**src/rtl/bonus_pkg.sv**
```systemverilog
// rtl/bonus_pkg.sv - shared types and score constants for the bonus-ship controller
package bonus_pkg;

  typedef enum logic [1:0] {
    IDLE,
    WAIT,
    ARMED,
    FLYING
  } bonus_state_t;

  localparam int SCORE_W_DEFAULT = 10;

  // Award per hit, indexed by the 2-bit count of missiles fired so far
  localparam int unsigned BONUS_SCORE_TABLE [4] = '{50, 100, 150, 300};

endpackage

```
**src/rtl/bonus_spawn_timer.sv**
```systemverilog
// rtl/bonus_spawn_timer.sv - counts frame ticks and pulses done on the tick that reaches LIMIT
module bonus_spawn_timer #(
  parameter int LIMIT = 4
) (
  input  logic clk,
  input  logic reset,
  input  logic clear,
  input  logic enable,
  input  logic tick,
  output logic done
);

  localparam int CW = $clog2(LIMIT + 1);

  logic [CW-1:0] count;
  logic          atLimit;

  assign atLimit = (count == CW'(LIMIT - 1));
  assign done    = enable & tick & atLimit;

  always_ff @(posedge clk) begin
    if (reset || clear) begin
      count <= '0;
    end else if (enable && tick) begin
      count <= atLimit ? '0 : count + CW'(1);
    end
  end

endmodule

```
**src/rtl/bonus_ship_controller.sv**
```systemverilog
// rtl/bonus_ship_controller.sv - bonus-ship spawn scheduler and missile hit detector
// Define BONUS_SCORE_ROT_EN to rotate the award through BONUS_SCORE_TABLE by shots fired.
module bonus_ship_controller
  import bonus_pkg::*;
#(
  parameter int SPAWN_FRAMES  = 600,
  parameter int ALIVE_TIMEOUT = 4,
  parameter int SCORE_W       = SCORE_W_DEFAULT,
  parameter int FIXED_SCORE   = 100
) (
  input  logic               clk,
  input  logic               reset,
  input  logic               startOfFrame,
  input  logic               standBy,
  input  logic               gameEnded,
  input  logic               playerShot,
  input  logic               bonus_ship_alive,
  input  logic               bonus_ship_DR,
  input  logic               playerMissile_DR,
  output logic               rise,
  output logic               bonusFireCollision,
  output logic               scoreValid,
  output logic [SCORE_W-1:0] scoreAdd
);

  bonus_state_t       state;
  logic               playGame;
  logic               hitLatch;
  logic               hitPx;
  logic               spawnDone;
  logic               timeoutDone;
  logic [SCORE_W-1:0] awardValue;

  assign playGame = ~(standBy | gameEnded);
  assign hitPx    = (state == FLYING) & bonus_ship_DR & playerMissile_DR
                    & bonus_ship_alive & ~hitLatch;

  // Entry into WAIT counts as frame 0, so the spawn fires SPAWN_FRAMES-1 ticks later
  bonus_spawn_timer #(
    .LIMIT(SPAWN_FRAMES - 1)
  ) uSpawnTimer (
    .clk   (clk),
    .reset (reset),
    .clear (state != WAIT),
    .enable(playGame),
    .tick  (startOfFrame),
    .done  (spawnDone)
  );

  bonus_spawn_timer #(
    .LIMIT(ALIVE_TIMEOUT)
  ) uAliveTimer (
    .clk   (clk),
    .reset (reset),
    .clear (state != ARMED),
    .enable(playGame & ~bonus_ship_alive),
    .tick  (startOfFrame),
    .done  (timeoutDone)
  );

`ifdef BONUS_SCORE_ROT_EN
  logic [1:0] shotCnt;

  always_ff @(posedge clk) begin
    if (reset || (!playGame && state != IDLE)) begin
      shotCnt <= 2'd0;
    end else if (playerShot) begin
      shotCnt <= shotCnt + 2'd1;
    end
  end

  assign awardValue = SCORE_W'(BONUS_SCORE_TABLE[shotCnt]);
`else
  logic unusedPlayerShot;

  assign unusedPlayerShot = playerShot;
  assign awardValue       = SCORE_W'(FIXED_SCORE);
`endif

  always_ff @(posedge clk) begin
    if (reset) begin
      state              <= IDLE;
      hitLatch           <= 1'b0;
      rise               <= 1'b0;
      bonusFireCollision <= 1'b0;
      scoreValid         <= 1'b0;
      scoreAdd           <= '0;
    end else begin
      rise               <= 1'b0;
      bonusFireCollision <= 1'b0;
      scoreValid         <= 1'b0;

      if (!playGame) begin
        state <= IDLE;
      end else begin
        case (state)
          IDLE:   if (startOfFrame) state <= WAIT;
          WAIT: begin
            if (spawnDone) begin
              state <= ARMED;
              rise  <= 1'b1;
            end
          end
          ARMED: begin
            if (bonus_ship_alive) state <= FLYING;
            else if (timeoutDone) state <= WAIT;
          end
          FLYING: if (!bonus_ship_alive) state <= WAIT;
          default: state <= IDLE;
        endcase
      end

      // A hit on a frame boundary still latches; the clear only belongs to the frame that ended
      if (hitPx && playGame) begin
        bonusFireCollision <= 1'b1;
        scoreValid         <= 1'b1;
        scoreAdd           <= awardValue;
        hitLatch           <= 1'b1;
      end else if (startOfFrame) begin
        hitLatch <= 1'b0;
      end
    end
  end

endmodule
```
**config.mk**
```make
export PLATFORM = sky130hd
export DESIGN_NAME = bonus_ship_controller
export DESIGN_NICKNAME = d
export VERILOG_FILES = /design/src/rtl/bonus_pkg.sv /design/src/rtl/bonus_spawn_timer.sv /design/src/rtl/bonus_ship_controller.sv
export SDC_FILE = /design/constraint.sdc
export NUM_CORES = 1
export LEC_CHECK = 0
export CAP_MARGIN = 20
export CELL_PAD_IN_SITES_DETAIL_PLACEMENT = 1
export CELL_PAD_IN_SITES_GLOBAL_PLACEMENT = 2
export CORE_ASPECT_RATIO = 2
export CORE_UTILIZATION = 29
export CTS_BUF_LIST = sky130_fd_sc_hd__clkbuf_16
export DETAILED_ROUTE_END_ITERATION = 6
export PLACE_DENSITY = 0.74
export RECOVER_POWER = 25
export SLEW_MARGIN = 20
export SYNTH_ARGS = -nofsm -noshare
export SYNTH_HDL_FRONTEND = slang
export SYNTH_SLANG_ARGS = --single-unit
```
**constraint.sdc**
```tcl
create_clock -name clk -period 1.91 [get_ports clk]
set_input_delay 0.2865 -clock clk [delete_from_list [all_inputs] [get_ports clk]]
set_output_delay 0.2865 -clock clk [all_outputs]
set_load 0.1 [all_outputs]
```
==> results.json, run 1 <==
{
  "vias_per_cell": 4.56,
  "wire_per_inst_um": 12.5,
  "async_flop_share": 0,
  "core_area_um2": 3420,
  "tightest_slew_ns": 0.547,
  "ys.flop_type": "dfxtp_1",
  "synthSimpleGateAreaFrac": 0.273,
  "place_congestion": 0.739,
  "cts_setup_buffers": 0,
  "irDropWorstVdd_v": 0.000479,
  "area_delta_synth_final_pct": 22.6,
  "diodes": 0,
  "clockBufferDepth": 2,
  "cts_resized": 0,
  "holdCritPathClass": "flip-flop to flip-flop",
  "avgSynthCellArea_um2": 8.78,
  "start_kind": "flip-flop",
  "grt.total_usage": 0.140,
  "netlist_instances": 119,
  "synthAdderAreaFrac": 0.0838,
  "finalCoreUtilization": 0.375,
  "setup_viol": 0,
  "first_global_vias": 921,
  "grt_max_degree": 12,
  "yosysSeqAreaShare": 0.364,
  "die_y_um": 86.9,
  "power_leakage_nw": 0.488,
  "synth_area_um2": 1040,
  "cp_data_arrival_time_ns": 1.76,
  "cts_tree": "yes",
  "start_util": 0.306,
  "synth_mux_area_frac": 0.0287,
  "r2r_setup_slack_ns": 0.29,
  "hold_start": "uAliveTimer.count[2]",
  "worst-path-max-fanout": 6,
  "rows": 30,
  "criticalPathCategory": "flip-flop to flip-flop",
  "rsz0062_at_grt": "no",
  "numCtsBuffers": 3,
  "ios": 22,
  "antenna_found_initial": 0,
  "drt_pass1_iterations": 2,
  "port_buffers": 13,
  "ff2ff_path_depth": 5,
  "ant_nets": 0,
  "final_common_cell": "dfxtp_1",
  "die_x_um": 44.4,
  "drv_cap": 0,
  "drt_wl_total_mm": 2.33,
  "drc": 0,
  "synth_cell_type_count": 34,
  "hold_viol": 0,
  "root_buffer": "clkbuf_16",
  "yosys.area_share.xor_xnor": 0.0671,
  "h-tree-depth": 1,
  "vias": 852,
  "clkSlewWorstSetupHoldPaths_ns": 0.05,
  "fin_worst_skew_ns": 0.00421,
  "reg2reg_from": "uSpawnTimer.count[3]",
  "detail_route.iter0.violations": 6,
  "ys_ff_latch": 19,
  "layout_min_cycle_time_ns": 1.62,
  "final_cell_mix": "dfxtp_1, nor2_1, nand2_1",
  "outcome": "completed",
  "holdBufCountCts": 0,
  "post-route-period-util": 0.849,
  "gr-total-overflow": 0,
  "synth_compound_area_frac": 0.0647,
  "synth_top_family_by_area": "simple AND/OR/NAND/NOR gates",
  "relSlewSlack": 0.637,
  "r2r-end": "state[1]",
  "fillerInstances": 415,
  "cts.sinks": 19,
  "holdPathStages": 2,
  "drive_above_1_share": 0.165,
  "synth_edf_count": 0,
  "power_density_nw_per_um2": 737,
  "min_to": "uAliveTimer.count[2]",
  "finalMaxSlewViolations": 0,
  "dpl.hpwl_mm": 1.91,
  "fin_tns_setup_ns": 0,
  "final_nets": 156,
  "grt_pass1_wl_mm": 4.02,
  "yosys_warnings": 0,
  "design.die.area_um2": 3860,
  "max_freq_mhz": 616,
  "clock_latency_ns": 0.25,
  "required_ns": 2.04,
  "critPathCaptureType": "flip-flop"
}
[registers in the layout, indices dropped and copies added (netlist names)]
signal             cells
uAliveTimer.count      3
state                  2
scoreValid             1
rise                   1
scoreAdd               1
uSpawnTimer.count     10
hitLatch               1
[power breakdown]
part           switching, W  total [W]  internal [W]
clock network      0.000158   0.000439      0.000281
logic             0.0000818   0.000107     0.0000257
registers        0.00000105   0.000398      0.000397
[through the flow]
step / area, um^2 / hold slack (ns) / total power [W] / setup slack, ns / std cells
2_1_floorplan: 1070 / 0.362 / 0.000496 / 0.232 / 125
4_1_cts: 1300 / 0.432 / 0.000956 / 0.278 / 187
3_3_place_gp: 1220 / 0.424 / 0.000513 / 0.0836 / 183
6_report: 1280 / 0.431 / 0.000945 / 0.288 / 187
3_5_place_dp: 1220 / 0.426 / 0.000514 / 0.0439 / 183
5_1_grt: 1280 / 0.456 / 0.000978 / 0.169 / 187
[cells by family (layout without fill, tap and decap cells)]
group | count (synthesis) | after routing
AOI/OAI and AO/OA | 10 | 10
xor gates and xnor gates | 8 | 8
adders and majority gates | 7 | 7
buffers and inverters | 20 | 34
DFF | 19 | 19
muxes | 3 | 3
other | 1 | 7
and+or+nand+nor | 51 | 51
[synth_stat cells, types with 2 or more instances]
| master | number | area share |
|---|---|---|
| dfxtp_1 | 19 | 0.36 |
| nor2_1 | 15 | 0.054 |
| buf_4 | 10 | 0.072 |
| nand2_1 | 10 | 0.036 |
| inv_1 | 9 | 0.032 |
| ha_1 | 7 | 0.084 |
| nand4_1 | 4 | 0.024 |
| or3_1 | 4 | 0.024 |
| xnor2_1 | 4 | 0.034 |
| xor2_1 | 4 | 0.034 |
| mux2i_1 | 3 | 0.029 |
| nor3_1 | 3 | 0.014 |
| a211oi_1 | 2 | 0.014 |
| a21oi_1 | 2 | 0.0096 |
| nand3_1 | 2 | 0.0096 |
| nor2b_1 | 2 | 0.012 |
| o21ai_0 | 2 | 0.0096 |
[worst max-delay path by stage]
stage | endpoint | start | slack [ns]
after floorplan | scoreAdd[5] | scoreAdd[2] | 0.23
after global placement | uSpawnTimer.count[8] | standBy | 0.08
after detailed placement | uSpawnTimer.count[6] | standBy | 0.04
after CTS | state[1] | uSpawnTimer.count[3] | 0.28
after global routing | state[1] | uSpawnTimer.count[3] | 0.17
final | state[1] | uSpawnTimer.count[3] | 0.29
[worst max-delay path, stage by stage (launching register included)]
cell and delay (ns):
dfxtp_1 0.36, or4b_1 0.53, nor3_2 0.20, buf_4 0.14, o211ai_1 0.11, mux2i_1 0.15
[area by class of cell]
cell class	count	area, um^2	area share
clock buffer	3	75.1	0.0586
clock inverter	1	5.00	0.00391
inverter	9	33.8	0.0264
multi-input combinational	86	567	0.442
sequential	19	380	0.297
tap	48	60.1	0.0469
timing repair buffer	21	160	0.125
[per-layer routing]
layer  wire [um]  GRT usage
met1         880      0.145
met2        1340      0.261
met3          59     0.0187
met4          57     0.0661
met5           0          0
Power figures use the tool's default switching activity.
==> inputs of run 2 (changes only) <==
--- a/config.mk
+++ b/config.mk
@@ -9,10 +9,10 @@
 export CELL_PAD_IN_SITES_DETAIL_PLACEMENT = 1
 export CELL_PAD_IN_SITES_GLOBAL_PLACEMENT = 2
 export CORE_ASPECT_RATIO = 2
-export CORE_UTILIZATION = 29
+export CORE_UTILIZATION = 26
 export CTS_BUF_LIST = sky130_fd_sc_hd__clkbuf_16
 export DETAILED_ROUTE_END_ITERATION = 6
-export PLACE_DENSITY = 0.74
+export PLACE_DENSITY = 0.7
 export RECOVER_POWER = 25
 export SLEW_MARGIN = 20
 export SYNTH_ARGS = -nofsm -noshare
==> constraint.sdc (replaced) <==
create_clock -name clk -period 1.4 [get_ports clk]
set_input_delay 0.21 -clock clk [delete_from_list [all_inputs] [get_ports clk]]
set_output_delay 0.21 -clock clk [all_outputs]
set_load 0.1 [all_outputs]
==> run 2 against run 1 <==
Effect of this change: the run now ends with negative setup slack left; power is 37% higher; global-route usage is 0.21 points lower; clock power is 36% higher; register-to-register slack lost 0.39 ns; sequential share of layout area is 3.8 points lower; routed wire length increased by 12%; clock skew fell by 0.0031 ns; core utilization increased by 1.5 points; final cell count increased by 7.5%; critical endpoint is now state[0]; largest power group unchanged.
==> results.json, run 2 (same netlist as run 1, synthesis figures left out) <==
{
  "max_freq_mhz": 664,
  "pwr-share-clk": 0.458,
  "p_comb_frac": 0.124,
  "largest_register_ffs": 10,
  "antenna_found_initial": 0,
  "vias_per_cell": 4.44,
  "drv_cap": 0,
  "worst-path-max-fanout": 3,
  "port_buffers": 13,
  "die_y_um": 91.6,
  "fin_worst_skew_ns": 0.00108,
  "final_common_cell": "buf_4",
  "drive_above_1_share": 0.347,
  "ios": 22,
  "root_buffer": "clkbuf_16",
  "clock_latency_ns": 0.25,
  "dpl.hpwl_mm": 2.12,
  "wl_met2_mm": 1.54,
  "rows": 32,
  "wire_per_inst_um": 13.0,
  "cp_data_arrival_time_ns": 1.63,
  "cpMaxStageDelayCell": "or4b_4",
  "power_density_nw_per_um2": 866,
  "required_ns": 1.53,
  "hold_viol": 0,
  "start_util": 0.272,
  "final_cell_mix": "buf_4, nor2_1, dfxtp_1",
  "relSlewSlack": 0.642,
  "holdCritPathClass": "flip-flop to flip-flop",
  "worstPathCellList": "or4b_4 > nor3_4 > buf_6 > and3_2 > o32ai_1",
  "wl_met1_um": 960,
  "setup_viol": 3,
  "irDropWorstVdd_v": 0.000849,
  "multiInputGateArea_um2": 647,
  "fillerInstances": 478,
  "regArea_um2": 388,
  "final_nets": 167,
  "drt_pass1_iterations": 3,
  "cts_tree": "yes",
  "grt.total_usage": 0.138,
  "clkSlewWorstSetupHoldPaths_ns": 0.06,
  "drc": 0,
  "critPathCaptureType": "flip-flop",
  "vias": 893,
  "critPathLaunch": "uSpawnTimer.count[8]",
  "area_delta_synth_final_pct": 43.6,
  "drt_wl_total_mm": 2.61,
  "layout_min_cycle_time_ns": 1.51,
  "fin_ws_ns": -0.107,
  "core_area_um2": 3840,
  "p_int_w": 0.000969,
  "r2r_setup_slack_ns": -0.11,
  "top_regs": "uSpawnTimer.count: 10 flops, uAliveTimer.count: 3 flops, state: 2 flops",
  "reg2reg_from": "uSpawnTimer.count[8]",
  "slowest_delay_ns": 0.54,
  "rsz0062_at_grt": "yes",
  "clockBufferDepth": 2,
  "tightest_slew_ns": 0.540,
  "power_leakage_nw": 0.600,
  "top_layer_used": "met4",
  "grt_pass1_wl_mm": 4.28,
  "place_ws_ns": -0.441,
  "cp-endpoint": "state[0]",
  "p_total_w": 0.00130,
  "top_register": "uSpawnTimer.count",
  "switching_share": 0.254,
  "numCtsBuffers": 3,
  "die_x_um": 46.8,
  "criticalPathCategory": "flip-flop to flip-flop",
  "r2r-end": "state[0]",
  "p_switching_w": 0.000330,
  "ant_nets": 0,
  "wl_met3_um": 65,
  "h-tree-depth": 1,
  "power_frac_seq": 0.418,
  "finalCoreUtilization": 0.390,
  "ff2ff_path_depth": 5,
  "cts.sinks": 19,
  "holdBufCountCts": 0,
  "first_global_vias": 960,
  "grt_max_degree": 12,
  "diodes": 0,
  "cts_setup_buffers": 0,
  "post-route-period-util": 1.08,
  "start_kind": "flip-flop",
  "finalMaxSlewViolations": 0,
  "violations": "negative setup slack",
  "place_congestion": 0.746,
  "gr-total-overflow": 0,
  "detail_route.iter0.violations": 6,
  "outcome": "complete, but fails checks",
  "design.die.area_um2": 4290
}
## run 2: stage by stage
stage	area [um^2]	hold WS [ns]	instances	setup TNS [ns]
2_1_floorplan	1080	0.286	125	-0.0801
3_3_place_gp	1390	0.422	197	-5.63
3_5_place_dp	1390	0.440	197	-7.19
4_1_cts	1530	0.448	201	-0.381
5_1_grt	1500	0.474	201	-0.698
6_report	1500	0.444	201	-0.265
## run 2: critical path, delay by kind of cell (launching register included)
| kind | cells | cell delay, ns |
|---|---|---|
| compound gates | 1 | 0.09 |
| buf+inv | 1 | 0.12 |
| flops | 1 | 0.31 |
| simple gates | 3 | 0.86 |
## run 2: power groups by stage
stage          clock [W]  combinational, W  sequential, W
2_1_floorplan          0          0.000122       0.000555
3_3_place_gp           0          0.000154       0.000555
3_5_place_dp           0          0.000155       0.000555
4_1_cts         0.000611          0.000159       0.000543
5_1_grt         0.000631          0.000169       0.000543
6_report        0.000595          0.000161       0.000543
## run 2: worst min-delay path by stage
| stage | cells after the start | slack [ns] | endpoint | from |
|---|---|---|---|---|
| after floorplan | 1 | 0.29 | rise | reset |
| after global placement | 2 | 0.42 | uAliveTimer.count[2] | uAliveTimer.count[2] |
| after detailed placement | 2 | 0.44 | uAliveTimer.count[2] | uAliveTimer.count[2] |
| after CTS | 2 | 0.45 | uAliveTimer.count[2] | uAliveTimer.count[2] |
| after global routing | 2 | 0.47 | uAliveTimer.count[2] | uAliveTimer.count[2] |
| final | 2 | 0.44 | uAliveTimer.count[2] | uAliveTimer.count[2] |
## run 2: timing repair
action | CTS | global route
endpoints found under the setup margin | 19 | 16
resized for setup | 15 | 6
gates cloned | 0 | 0
pin swaps | 1 | 3
## run 2: metal layers
metal | global-route usage | vias up
li1 | - | 449
met1 | 0.135 | 428
met2 | 0.259 | 14
met3 | 0.0197 | 2
met4 | 0.0571 | 0
met5 | 0 | -
## run 2: area by class of cell
| type | instances | area share |
|---|---|---|
| clock buffers | 3 | 0.0500 |
| well taps | 51 | 0.0425 |
| multi-input cells | 86 | 0.431 |
| inverters | 9 | 0.0225 |
| repair buffers | 32 | 0.192 |
| clock inverters | 1 | 0.00334 |
| flip-flops and latches | 19 | 0.259 |
